File: config.mk
export PLATFORM = sky130hd
export DESIGN_NAME = instr_receiver
export DESIGN_NICKNAME = d
export VERILOG_FILES = /design/src/rtl/instr_pkg.sv /design/src/rtl/input_sync.sv /design/src/rtl/instr_receiver.sv
export SDC_FILE = /design/constraint.sdc
export NUM_CORES = 1
export LEC_CHECK = 0
export ABC_AREA = 0
export CORE_MARGIN = 5
export CORE_UTILIZATION = 55
export CTS_BUF_LIST = sky130_fd_sc_hd__clkbuf_4
export CTS_CLUSTER_SIZE = 8
export DETAILED_ROUTE_END_ITERATION = 6
export GPL_ROUTABILITY_DRIVEN = 0
export PLACE_DENSITY = 0.79
export SYNTH_ARGS = -nofsm -noshare
export SYNTH_HDL_FRONTEND = slang
export SYNTH_HIERARCHICAL = 1
export SYNTH_SLANG_ARGS = --single-unit
export TNS_END_PERCENT = 20
File: constraint.sdc
create_clock -name clk -period 1.9 [get_ports clk]
set_clock_uncertainty 0.1 [all_clocks]
set_input_delay 0.57 -clock clk [delete_from_list [all_inputs] [get_ports clk]]
set_output_delay 0.57 -clock clk [all_outputs]
set_load 0.03 [all_outputs]
File: src/rtl/instr_pkg.sv
// Shared definitions for the MBED instruction receiver.
// Holds the default instruction width and timeout, and the FSM state encoding.
// The state values are fixed because instr_state drives debug LEDs.
package instr_pkg;

   localparam int unsigned INSTR_WIDTH_DEF    = 10;
   // 100 ms at 24 MHz
   localparam int unsigned TIMEOUT_CYCLES_DEF = 2_400_000;

   typedef enum logic [1:0] {
      S_WAIT   = 2'd0,
      S_ACK    = 2'd1,
      S_COMMIT = 2'd2,
      S_DONE   = 2'd3
   } state_e;

endpackage

File: src/rtl/input_sync.sv
// Multi-flop synchroniser for a single asynchronous input bit.
// Ports:
//   clk      - destination clock
//   rst_n    - asynchronous active-low reset; clears every stage to 0
//   async_in - input from the foreign clock domain
//   sync_out - copy of async_in delayed by STAGES rising edges
module input_sync #(
   parameter int unsigned STAGES = 2
) (
   input  logic clk,
   input  logic rst_n,
   input  logic async_in,
   output logic sync_out
);

   logic [STAGES-1:0] sync_q;

   always_ff @(posedge clk or negedge rst_n) begin
      if (!rst_n) begin
         sync_q <= '0;
      end else begin
         sync_q[0] <= async_in;
         for (int i = 1; i < STAGES; i++) begin
            sync_q[i] <= sync_q[i-1];
         end
      end
   end

   assign sync_out = sync_q[STAGES-1];

endmodule

File: src/rtl/instr_receiver.sv
// Receives MSB-first instruction words from the MBED over a 4-phase
// data_ready/data_ack handshake and presents them to the servo sequencer.
// Ports:
//   clk               - system clock
//   reset             - asynchronous active-low reset
//   data_ready        - MBED bit strobe (asynchronous)
//   data_bit          - MBED serial data (asynchronous, stable while data_ready high)
//   clear             - consumer releases the current instruction
//   data_ack          - per-bit acknowledge back to the MBED
//   servo_instr       - last complete instruction word
//   instruction_ready - servo_instr valid and not yet consumed
//   frame_error       - one-cycle pulse when a partial frame times out
//   instr_state       - FSM state, for debug LEDs
module instr_receiver
   import instr_pkg::*;
#(
   parameter int unsigned INSTR_WIDTH    = INSTR_WIDTH_DEF,
   parameter int unsigned TIMEOUT_CYCLES = TIMEOUT_CYCLES_DEF,
   parameter int unsigned SYNC_STAGES    = 2
) (
   input  logic                   clk,
   input  logic                   reset,
   input  logic                   data_ready,
   input  logic                   data_bit,
   input  logic                   clear,
   output logic                   data_ack,
   output logic [INSTR_WIDTH-1:0] servo_instr,
   output logic                   instruction_ready,
   output logic                   frame_error,
   output logic [1:0]             instr_state
);

   localparam int unsigned CntW = $clog2(TIMEOUT_CYCLES + 1);
   localparam int unsigned BitW = $clog2(INSTR_WIDTH + 1);
   localparam logic [CntW-1:0] TimeoutVal = CntW'(TIMEOUT_CYCLES);
   localparam logic [BitW-1:0] FullCount  = BitW'(INSTR_WIDTH);

   // Reset asserts immediately, releases two edges after the pin rises.
   logic [1:0] rst_sync_q;
   logic       rst_int_n;

   always_ff @(posedge clk or negedge reset) begin
      if (!reset) begin
         rst_sync_q <= 2'b00;
      end else begin
         rst_sync_q <= {rst_sync_q[0], 1'b1};
      end
   end

   assign rst_int_n = rst_sync_q[1];

   logic ready_s;
   logic bit_s;

   input_sync #(
      .STAGES(SYNC_STAGES)
   ) u_sync_ready (
      .clk     (clk),
      .rst_n   (rst_int_n),
      .async_in(data_ready),
      .sync_out(ready_s)
   );

   input_sync #(
      .STAGES(SYNC_STAGES)
   ) u_sync_bit (
      .clk     (clk),
      .rst_n   (rst_int_n),
      .async_in(data_bit),
      .sync_out(bit_s)
   );

   state_e                 state_q, state_d;
   logic [INSTR_WIDTH-1:0] shift_q, shift_d;
   logic [INSTR_WIDTH-1:0] instr_q, instr_d;
   logic [BitW-1:0]        count_q, count_d;
   logic [CntW-1:0]        timer_q, timer_d, timer_inc;
   logic                   valid_q, valid_d;
   logic                   ack_q, ack_d;
   logic                   ferr_q, ferr_d;
   logic                   armed_q, armed_d;
   logic                   timer_run;
   logic                   timeout;

   always_comb begin
      state_d = state_q;
      shift_d = shift_q;
      instr_d = instr_q;
      count_d = count_q;
      valid_d = valid_q;
      ferr_d  = 1'b0;
      armed_d = armed_q;

      // Only a partial frame is timed; an idle line may stay idle forever.
      timer_run = (state_q == S_ACK) || ((state_q == S_WAIT) && (count_q != '0));
      timer_inc = (timer_q == TimeoutVal) ? timer_q : timer_q + CntW'(1);
      timeout   = timer_run && (timer_inc == TimeoutVal);

      // A new bit needs synced data_ready to have been low since the last accept.
      if (!ready_s) begin
         armed_d = 1'b1;
      end

      unique case (state_q)
         S_WAIT: begin
            if (ready_s && armed_q) begin
               shift_d = (shift_q << 1) | INSTR_WIDTH'(bit_s);
               count_d = count_q + BitW'(1);
               armed_d = 1'b0;
               state_d = S_ACK;
            end
         end
         S_ACK: begin
            if (!ready_s) begin
               state_d = (count_q == FullCount) ? S_COMMIT : S_WAIT;
            end
         end
         S_COMMIT: begin
            instr_d = shift_q;
            valid_d = 1'b1;
            count_d = '0;
            shift_d = '0;
            state_d = S_DONE;
         end
         S_DONE: begin
            if (clear) begin
               valid_d = 1'b0;
               state_d = S_WAIT;
            end
         end
         default: state_d = S_WAIT;
      endcase

      // Abort overrides any same-cycle accept or ack release.
      if (timeout) begin
         state_d = S_WAIT;
         shift_d = '0;
         count_d = '0;
         ferr_d  = 1'b1;
         armed_d = armed_q | ~ready_s;
      end

      timer_d = ((state_d != state_q) || timeout || !timer_run) ? '0 : timer_inc;
      ack_d   = (state_d == S_ACK);
   end

   always_ff @(posedge clk or negedge rst_int_n) begin
      if (!rst_int_n) begin
         state_q <= S_WAIT;
         shift_q <= '0;
         instr_q <= '0;
         count_q <= '0;
         timer_q <= '0;
         valid_q <= 1'b0;
         ack_q   <= 1'b0;
         ferr_q  <= 1'b0;
         armed_q <= 1'b1;
      end else begin
         state_q <= state_d;
         shift_q <= shift_d;
         instr_q <= instr_d;
         count_q <= count_d;
         timer_q <= timer_d;
         valid_q <= valid_d;
         ack_q   <= ack_d;
         ferr_q  <= ferr_d;
         armed_q <= armed_d;
      end
   end

   assign data_ack          = ack_q;
   assign servo_instr       = instr_q;
   assign instruction_ready = valid_q;
   assign frame_error       = ferr_q;
   assign instr_state       = state_q;

endmodule
# Yosys cells after proc, flatten, opt, wreduce, memory -nomap -nowiden
# Index checks and enable logic that the tools add are counted.
# totals
register_bits,58
inputBits,5
out_inout_bits,15
elab_cells,61
# op_classes
addsub,2
n_eq_ne,10
muxes,21
bitwise_logic,3
n_reduce_logical,13
# ops
op,n
$eq A22 B22 Y1 const B,2
$mux W22,2
$add A22 B1 Y22 const B,1
$mux W10,2
$pmux W10 S2,1
$mux W2,5
$or A10 B1 Y10,1
$mux W4,2
$pmux W2 S4,1
$pmux W4 S2,1
$mux W1,6
$add A4 B1 Y4 const B,1
$eq A2 B1 Y1 const B,2
$eq A2 B2 Y1 const B,2
$eq A4 B4 Y1 const B,1
$reduce_and A2 Y1,2
$reduce_bool A4 Y1,1
$logic_and A1 B1 Y1,3
$logic_or A1 B1 Y1,3
$ne A3 B2 Y1 const B,1
$reduce_bool A3 Y1,1
$logic_not A2 Y1,1
$ne A2 B2 Y1,1
$ne A2 B2 Y1 const B,1
5 further kinds,5

# Longest topological paths before layout
# Gate-level depths: netlist of run 1.
# logic_depth
ltp_word,9
depth_mapped,11
depth_no_buf,9

# By module
# Netlist of run 1, hierarchy kept.
# by_module_without_submodules
mod,n_inst,cells_each,area_each_um2
instr_receiver,1,295,2954.1
input_sync,2,2,50.0

# Worst setup path after synthesis of run 1
# No wires, ideal clock.
# synth_path
kind,register -> register
start,reg timer_q[0]
end,reg timer_q[18]
setup_ps,130
arrival_time_ps,2247
required_ps,1670
setup_slack_ps,-577
stages_incl_launch_ff,10
period_less_slack_ps,2477
path_cell_list,dfrtp_1 ha_1 nand4_1 nor4_1 a31oi_1 nor4b_2 and2_1 buf_6 buf_6 nor3_2
# synth_between
elab_chain_len,9
# synth_rtl
item,line_no,text
"start, declared",instr_receiver.sv:77,"logic [CntW-1:0] timer_q, timer_d, timer_inc;"
"start signal, assigned",instr_receiver.sv:163,timer_q <= timer_d;
$add A22 B1 Y22 or $eq A22 B22 Y1 (tied branches),instr_receiver.sv:96,timer_inc = (timer_q == TimeoutVal) ? timer_q : timer_q + CntW'(1);
$mux W22 *,instr_receiver.sv:96,
$eq A22 B22 Y1,instr_receiver.sv:97,timeout = timer_run && (timer_inc == TimeoutVal);
$logic_and A1 B1 Y1,instr_receiver.sv:97,
$mux W2,instr_receiver.sv:135,if (timeout) begin
$ne A2 B2 Y1,instr_receiver.sv:143,timer_d = ((state_d != state_q) || timeout || !timer_run) ? '0 : timer_inc;
$logic_or A1 B1 Y1 (2 in series),instr_receiver.sv:143,
$mux W22 *,instr_receiver.sv:143,
net timer_d[18],instr_receiver.sv:77,
# Mark *: on every way through the listed nets, which the timed path passes. The rest lies on a longest branch.
# A chain may end at the register's enable or synchronous reset.

# Worst setup path after layout of run 1
# layout_path
start,reg timer_q[0]
end,reg timer_q[11]
# Same word-level chain as after synthesis.

==> flow_summary.ini, run 1 <==
[global_route]
grt_usage_pct = 22.8
grt_pass1_vias = 2719
grt_pass1_wl_mm = 12.9
grt-ovfl-total = 0
grt_antenna_before_repair = 0
grt_max_degree = 57

[critical_path]
path_max_fanout = 10
worstSetupStartpointType = register
path_common_cell = nor3_4
critPathMaxStageDelay_ns = 0.46
crit_chain = ha_4 -> nand4_1 -> nor4_4 -> buf_4 -> nor3_4 -> a31oi_4 -> nor4b_4 -> and2_4 -> buf_12 -> nor3_4
critPathKind = register to register
critical_path.slowest_cell = dfrtp_2
critical_path_required_ns = 2.14
arrival_ns = 2.84
worstSetupEndpointType = register

[sta]
max_freq_ghz = 0.384
fin_tns_setup_ns = -18.35
max_slew_margin_pct = 59.6
final_hold_viol_count = 0
maxSlewViolCount = 0
worstMarginPinSlew_ns = 0.606
finalWorstSetupSlack_ns = -0.703
period_needed_ns = 2.60
grt_setup_unrepaired = true
setup_viol = 32
fin_crit_sh_pct = 137

[job]
maxCapViolations = 0

[pwr]
total_power_mw = 4.21
power_frac_seq_pct = 40.5
power_switching_share_pct = 36.5
clkPwrFrac_pct = 24.4
switching_power_mw = 1.54
ir_worst_vdd_mv = 0.878
power_density_nw_per_um2 = 979
p_leak_nw = 1.92
power.internal_mw = 2.67
pwr-share-comb_pct = 35.1

[floorplan]
num_rows = 27
core_um2 = 5440
ios = 20
dieHeight_um = 84.5
start_util_pct = 56.2
die_x_um = 84.5
dieArea_um2 = 7140

[routing]
num_vias = 2737
drtIter0Drc = 235
routed_via_density = 5.89
firstDrtPassIters = 4
final_antenna_net_count = 0
routed_wl_mm = 8.48
wl_per_cell_um = 18.2
drc = 0

[finish]
fin_nets = 398
final_core_util_pct = 79.1
layout-drive-gt1-share_pct = 42.7
area_growth_pct = 40.8
final_common_cell = buf_4
final_cells = 465
diodes = 0
layout_common_cells = buf_4 (74), dfrtp_1 (49), nor2_1 (41), nand2_1 (20), xnor2_1 (15)

[synthesis]
synth_top_area_cell = dfrtp_1
netlist_area_um2 = 3050
ys_seq_elements = 58
yosysWarningCount = 6
synthTopCellsByArea = dfrtp_1 (47%), nor2_1 (5.2%), xnor2_1 (4.3%), mux2_2 (3.7%), a22oi_1 (3.2%)
seq_area_frac_synth_pct = 47.6
ys.flop_type = dfrtp_1
syn-num-nets = 309
synth_cell_types = 55
synth_edf_count = 0
postSynthCellCount = 299
async_flop_share_pct = 100
yosysTopAreaCellShare_pct = 46.7
avgSynthCellArea_um2 = 10.2

[cts]
clock_latency_ns = 0.42
max-clock-path-buffers = 2
cts_inserted_buffers = 9
h-tree-depth = 3
root_buffer = clkbuf_4
clk_pin_slew_worst_paths_ns = 0.11
clkSinkCount = 58
tritoncts = done

[hold_path]
hp-class = register to async pin

[place]
place_hpwl_mm = 5.15
port_buffers = 19
placed_cells = 438

[run_status]
status = finished, violations left
violations = negative setup slack
[cell families (layout without fill, tap and decap cells)]
group,after synthesis,after routing,synth area share (%)
fa+ha+maj,5,5,2.05
simple gates,136,136,25.7
xor+xnor,22,22,6.31
flops,58,58,47.6
mux,14,14,5.00
compound gates,36,36,8.48
buf+inv,27,121,4.79
other cells,1,1,0.123
[metrics by stage]
| stage | hold WS, ns | worst slack (ns) | instance area [um^2] |
|---|---|---|---|
| finish | 0.147 | -0.703 | 4300 |
| global route | 0.204 | -0.808 | 4300 |
| CTS | 0.176 | -0.569 | 4060 |
| detailed placement | 0.176 | -0.595 | 3840 |
| global placement | 0.167 | -0.541 | 3840 |
| floorplan | 0.174 | -0.325 | 3140 |
[Yosys cell counts (2+ instances only)]
library cell and count:
and3_1 3, buf_6 4, a31oi_1 3, buf_1 2, nand2_1 21, clkbuf_1 7
nor2b_1 3, nor3_2 3, mux2i_1 4, buf_4 2, nor4_1 4, and2_1 2
a22oi_1 13, nand4_1 6, nand2b_1 3, ha_1 5, or3_1 2, o21ai_0 5
nor4b_1 3, nor3b_2 3, xor2_1 7, xnor2_1 15, inv_1 6, a21oi_1 5
nor2_1 42, and4_1 4, nor3_1 10, mux2_2 10, dfrtp_1 57, nand3_2 2
buf_2 6, or2_2 2, nand3_1 13
[flip-flops by register name, indices dropped and copies added (netlist names)]
name	flops
servo_instr	10
u_sync_bit/sync_q	2
data_ack	1
armed_q	1
count_q	4
shift_q	10
instruction_ready	1
timer_q	22
frame_error	1
u_sync_ready/sync_q	2
rst_sync_q	2
instr_state	2
[routing by layer]
metal | GRT usage (%) | routed length (um) | vias up
met3 | 3.93 | 363 | 27
met5 | 0 | 0 | -
met2 | 37.4 | 4240 | 96
li1 | - | - | 1237
met4 | 11.1 | 282 | 0
met1 | 29.1 | 3600 | 1377
[cell type report]
| cell class | count | area [um^2] |
|---|---|---|
| repair buffers | 99 | 838 |
| clock inverters | 7 | 92.6 |
| multi-input cells | 214 | 1730 |
| inverters | 6 | 22.5 |
| fillers | 312 | 1140 |
| clock buffers | 9 | 67.6 |
| flip-flops and latches | 58 | 1460 |
| well taps | 72 | 90.1 |
[power groups by stage]
stage / combinational, mW / clock (mW) / sequential [mW]
after floorplan: 0.636 / 0 / 1.87
after global placement: 1.33 / 0 / 1.71
after detailed placement: 1.38 / 0 / 1.73
after CTS: 1.38 / 1.04 / 1.69
after global routing: 1.61 / 1.11 / 1.74
final: 1.48 / 1.03 / 1.71
[path summary, 6_finish.rpt]
kind	from	to	slack [ns]	depth (start not counted)
min in group clk	rst_sync_q[0]$_DFF_PN0_	rst_sync_q[1]$_DFF_PN0_	0.26	0
worst min-delay path	rst_sync_q[1]$_DFF_PN0_	timer_q[4]$_DFF_PN0_	0.15	1
worst max register to register	timer_q[0]$_DFF_PN0_	timer_q[11]$_DFF_PN0_	-0.70	10
worst max-delay path	timer_q[0]$_DFF_PN0_	timer_q[11]$_DFF_PN0_	-0.70	10
max in group asynchronous	rst_sync_q[1]$_DFF_PN0_	armed_q$_DFF_PN1_	1.24	1
worst min register to register	rst_sync_q[1]$_DFF_PN0_	timer_q[4]$_DFF_PN0_	0.15	1
[what timing repair did]
action                     in CTS  in global routing
buffers inserted                7                  4
gates resized for setup        23                 48
pin swaps                       7                 14
cloned                          0                  0
hold buffers                    0                  0
setup endpoints to repair      43                 42
hold endpoints to repair        0                  0
[worst max-delay path, delay by kind of cell (launching register included)]
family	cells	cell delay (ns)
AOI/OAI and AO/OA	1	0.21
adders and majority gates	1	0.19
buffers and inverters	2	0.35
DFF	1	0.46
and+or+nand+nor	6	1.22
Power figures use the tool's default switching activity.
==> run 2: changes to the inputs <==
Clock period 1.9 ns to 2.15 ns, I/O delays scaled along.
==> flow_summary.ini, run 2 (synthesis results as in run 1) <==
[cts]
cts_inserted_buffers = 9
hold_buffers = 0
root_buffer = clkbuf_4
tritoncts = done
h-tree-depth = 3
clock_latency_ns = 0.43
clk_pin_slew_worst_paths_ns = 0.10
max-clock-path-buffers = 2
clkSinkCount = 58

[place]
place_hpwl_mm = 5.17
placed_cells = 439
port_buffers = 19
placed_area_um2 = 3830

[routing]
final_antenna_net_count = 0
firstDrtPassIters = 7
drc = 0
num_vias = 2696
drtIter0Drc = 197
wl_per_cell_um = 17.9
routed_via_density = 5.80
routed_wl_mm = 8.33

[sta]
fin_tns_setup_ns = -9.24
worstMarginPinSlew_ns = 0.692
setup_viol = 27
max_freq_ghz = 0.396
period_needed_ns = 2.52
whs_ns = 0.265
fin_crit_sh_pct = 117
max_slew_margin_pct = 53.8
finalWorstSetupSlack_ns = -0.374
final_hold_viol_count = 0
grt_setup_unrepaired = true
maxSlewViolCount = 0

[pwr]
switching_power_mw = 1.39
power.internal_mw = 2.47
power_frac_seq_pct = 39.0
p_leak_nw = 1.94
clkPwrFrac_pct = 27.9
total_power_mw = 3.86
ir_worst_vdd_mv = 0.711
power_switching_share_pct = 36.0
power_density_nw_per_um2 = 916
pwr-share-comb_pct = 33.0

[global_route]
grt_pass1_wl_mm = 13.4
grt_usage_pct = 23.5
grt-ovfl-total = 0
grt_pass1_vias = 2782
grt_antenna_before_repair = 0
grt_max_degree = 57

[critical_path]
critPathKind = register to register
arrival_ns = 2.76
path_max_fanout = 19
reg2reg_to = timer_q[8]$_DFF_PN0_
worstSetupEndpointType = register
critical_path_required_ns = 2.39
reg2reg_from = timer_q[1]$_DFF_PN0_
crit_start = timer_q[1]$_DFF_PN0_
worstSetupStartpointType = register
rrSetupSlack_ns = -0.37
reg2reg_depth = 10
cp-endpoint = timer_q[8]$_DFF_PN0_

[floorplan]
die_x_um = 84.5
dieHeight_um = 84.5
core_um2 = 5440
dieArea_um2 = 7140
num_rows = 27
ios = 20
start_util_pct = 56.2

[hold_path]
hold_depth = 0
hp-class = register to register

[finish]
final_area_um2 = 4220
largest_reg_flops = 22
final_common_cell = buf_4
regMostFlops = timer_q
layout-drive-gt1-share_pct = 40.7
area_growth_pct = 38.1
diodes = 0
fin_nets = 398
final_cells = 465
layout_common_cells = buf_4 (77), dfrtp_1 (47), nor2_1 (42), nand2_1 (20), xnor2_1 (15)

[job]
maxCapViolations = 0

[run_status]
violations = negative setup slack
status = finished, violations left
[run 2: changes by cell type in the layout (fill, tap and decap cells not counted), moves of 3 or more]
cell             before  now
clkdlybuf4s15_1       7    1
nor3_4                6    2
buf_4                74   77
dlygate4sd2_1         6   13
nor3_1                2    5
[run 2: per-stage QoR]
stage                     setup slack, ns  util (%)
after floorplan                   -0.0747         -
after global placement             -0.270      70.5
after detailed placement           -0.326      70.5
after CTS                          -0.253      74.7
after global routing               -0.484      77.5
final                              -0.374      77.5
[run 2: repair_timing]
item / CTS / global route
setup buffers: 3 / 7
setup endpoints to repair: 42 / 29
pin swaps: 1 / 16
gates resized for setup: 23 / 25
cloned: 0 / 0
[run 2: area by class of cell]
class                           instances  area [um^2]
Clock buffer                            9         67.6
Sequential cell                        58         1470
Inverter                                6         22.5
Tap cell                               72         90.1
Multi-Input combinational cell        214         1650
Fill cell                             328         1220
Clock inverter                          7          125
Timing Repair Buffer                   99          793
[run 2: power by group through the flow]
stage	logic, mW	registers (mW)	clock network (mW)
final	1.28	1.51	1.08
after detailed placement	1.17	1.52	0
after global routing	1.40	1.54	1.14
after CTS	1.18	1.50	1.08
after floorplan	0.562	1.65	0
after global placement	1.14	1.51	0
[run 2: how the worst min path moves through the flow]
stage	from	endpoint	slack [ns]
2_1_floorplan	rst_sync_q[0]$_DFF_PN0_	rst_sync_q[1]$_DFF_PN0_	0.23
3_3_place_gp	u_sync_bit/sync_q[0]$_DFF_PN0_	u_sync_bit/sync_q[1]$_DFF_PN0_	0.23
3_5_place_dp	rst_sync_q[0]$_DFF_PN0_	rst_sync_q[1]$_DFF_PN0_	0.24
4_1_cts	rst_sync_q[0]$_DFF_PN0_	rst_sync_q[1]$_DFF_PN0_	0.27
5_1_grt	reset	rst_sync_q[0]$_DFF_PN0_	0.27
6_report	rst_sync_q[0]$_DFF_PN0_	rst_sync_q[1]$_DFF_PN0_	0.26
[run 2: per-layer routing]
metal	up-vias	wire (um)	track usage, %
met1	1322	3410	29.6
met2	114	4100	37.9
li1	1231	-	-
met4	0	279	10.9
met5	-	0	0
met3	29	541	5.99
[run 2: worst max-delay path, stage by stage (launching register included)]
cell and delay, ns:
dfrtp_2 0.47, inv_1 0.12, ha_4 0.14, and4bb_1 0.23, nand3_2 0.13, nor3_4 0.30
mux2i_2 0.35, nor4b_4 0.09, and2_4 0.18, buf_12 0.15, nor3_2 0.17
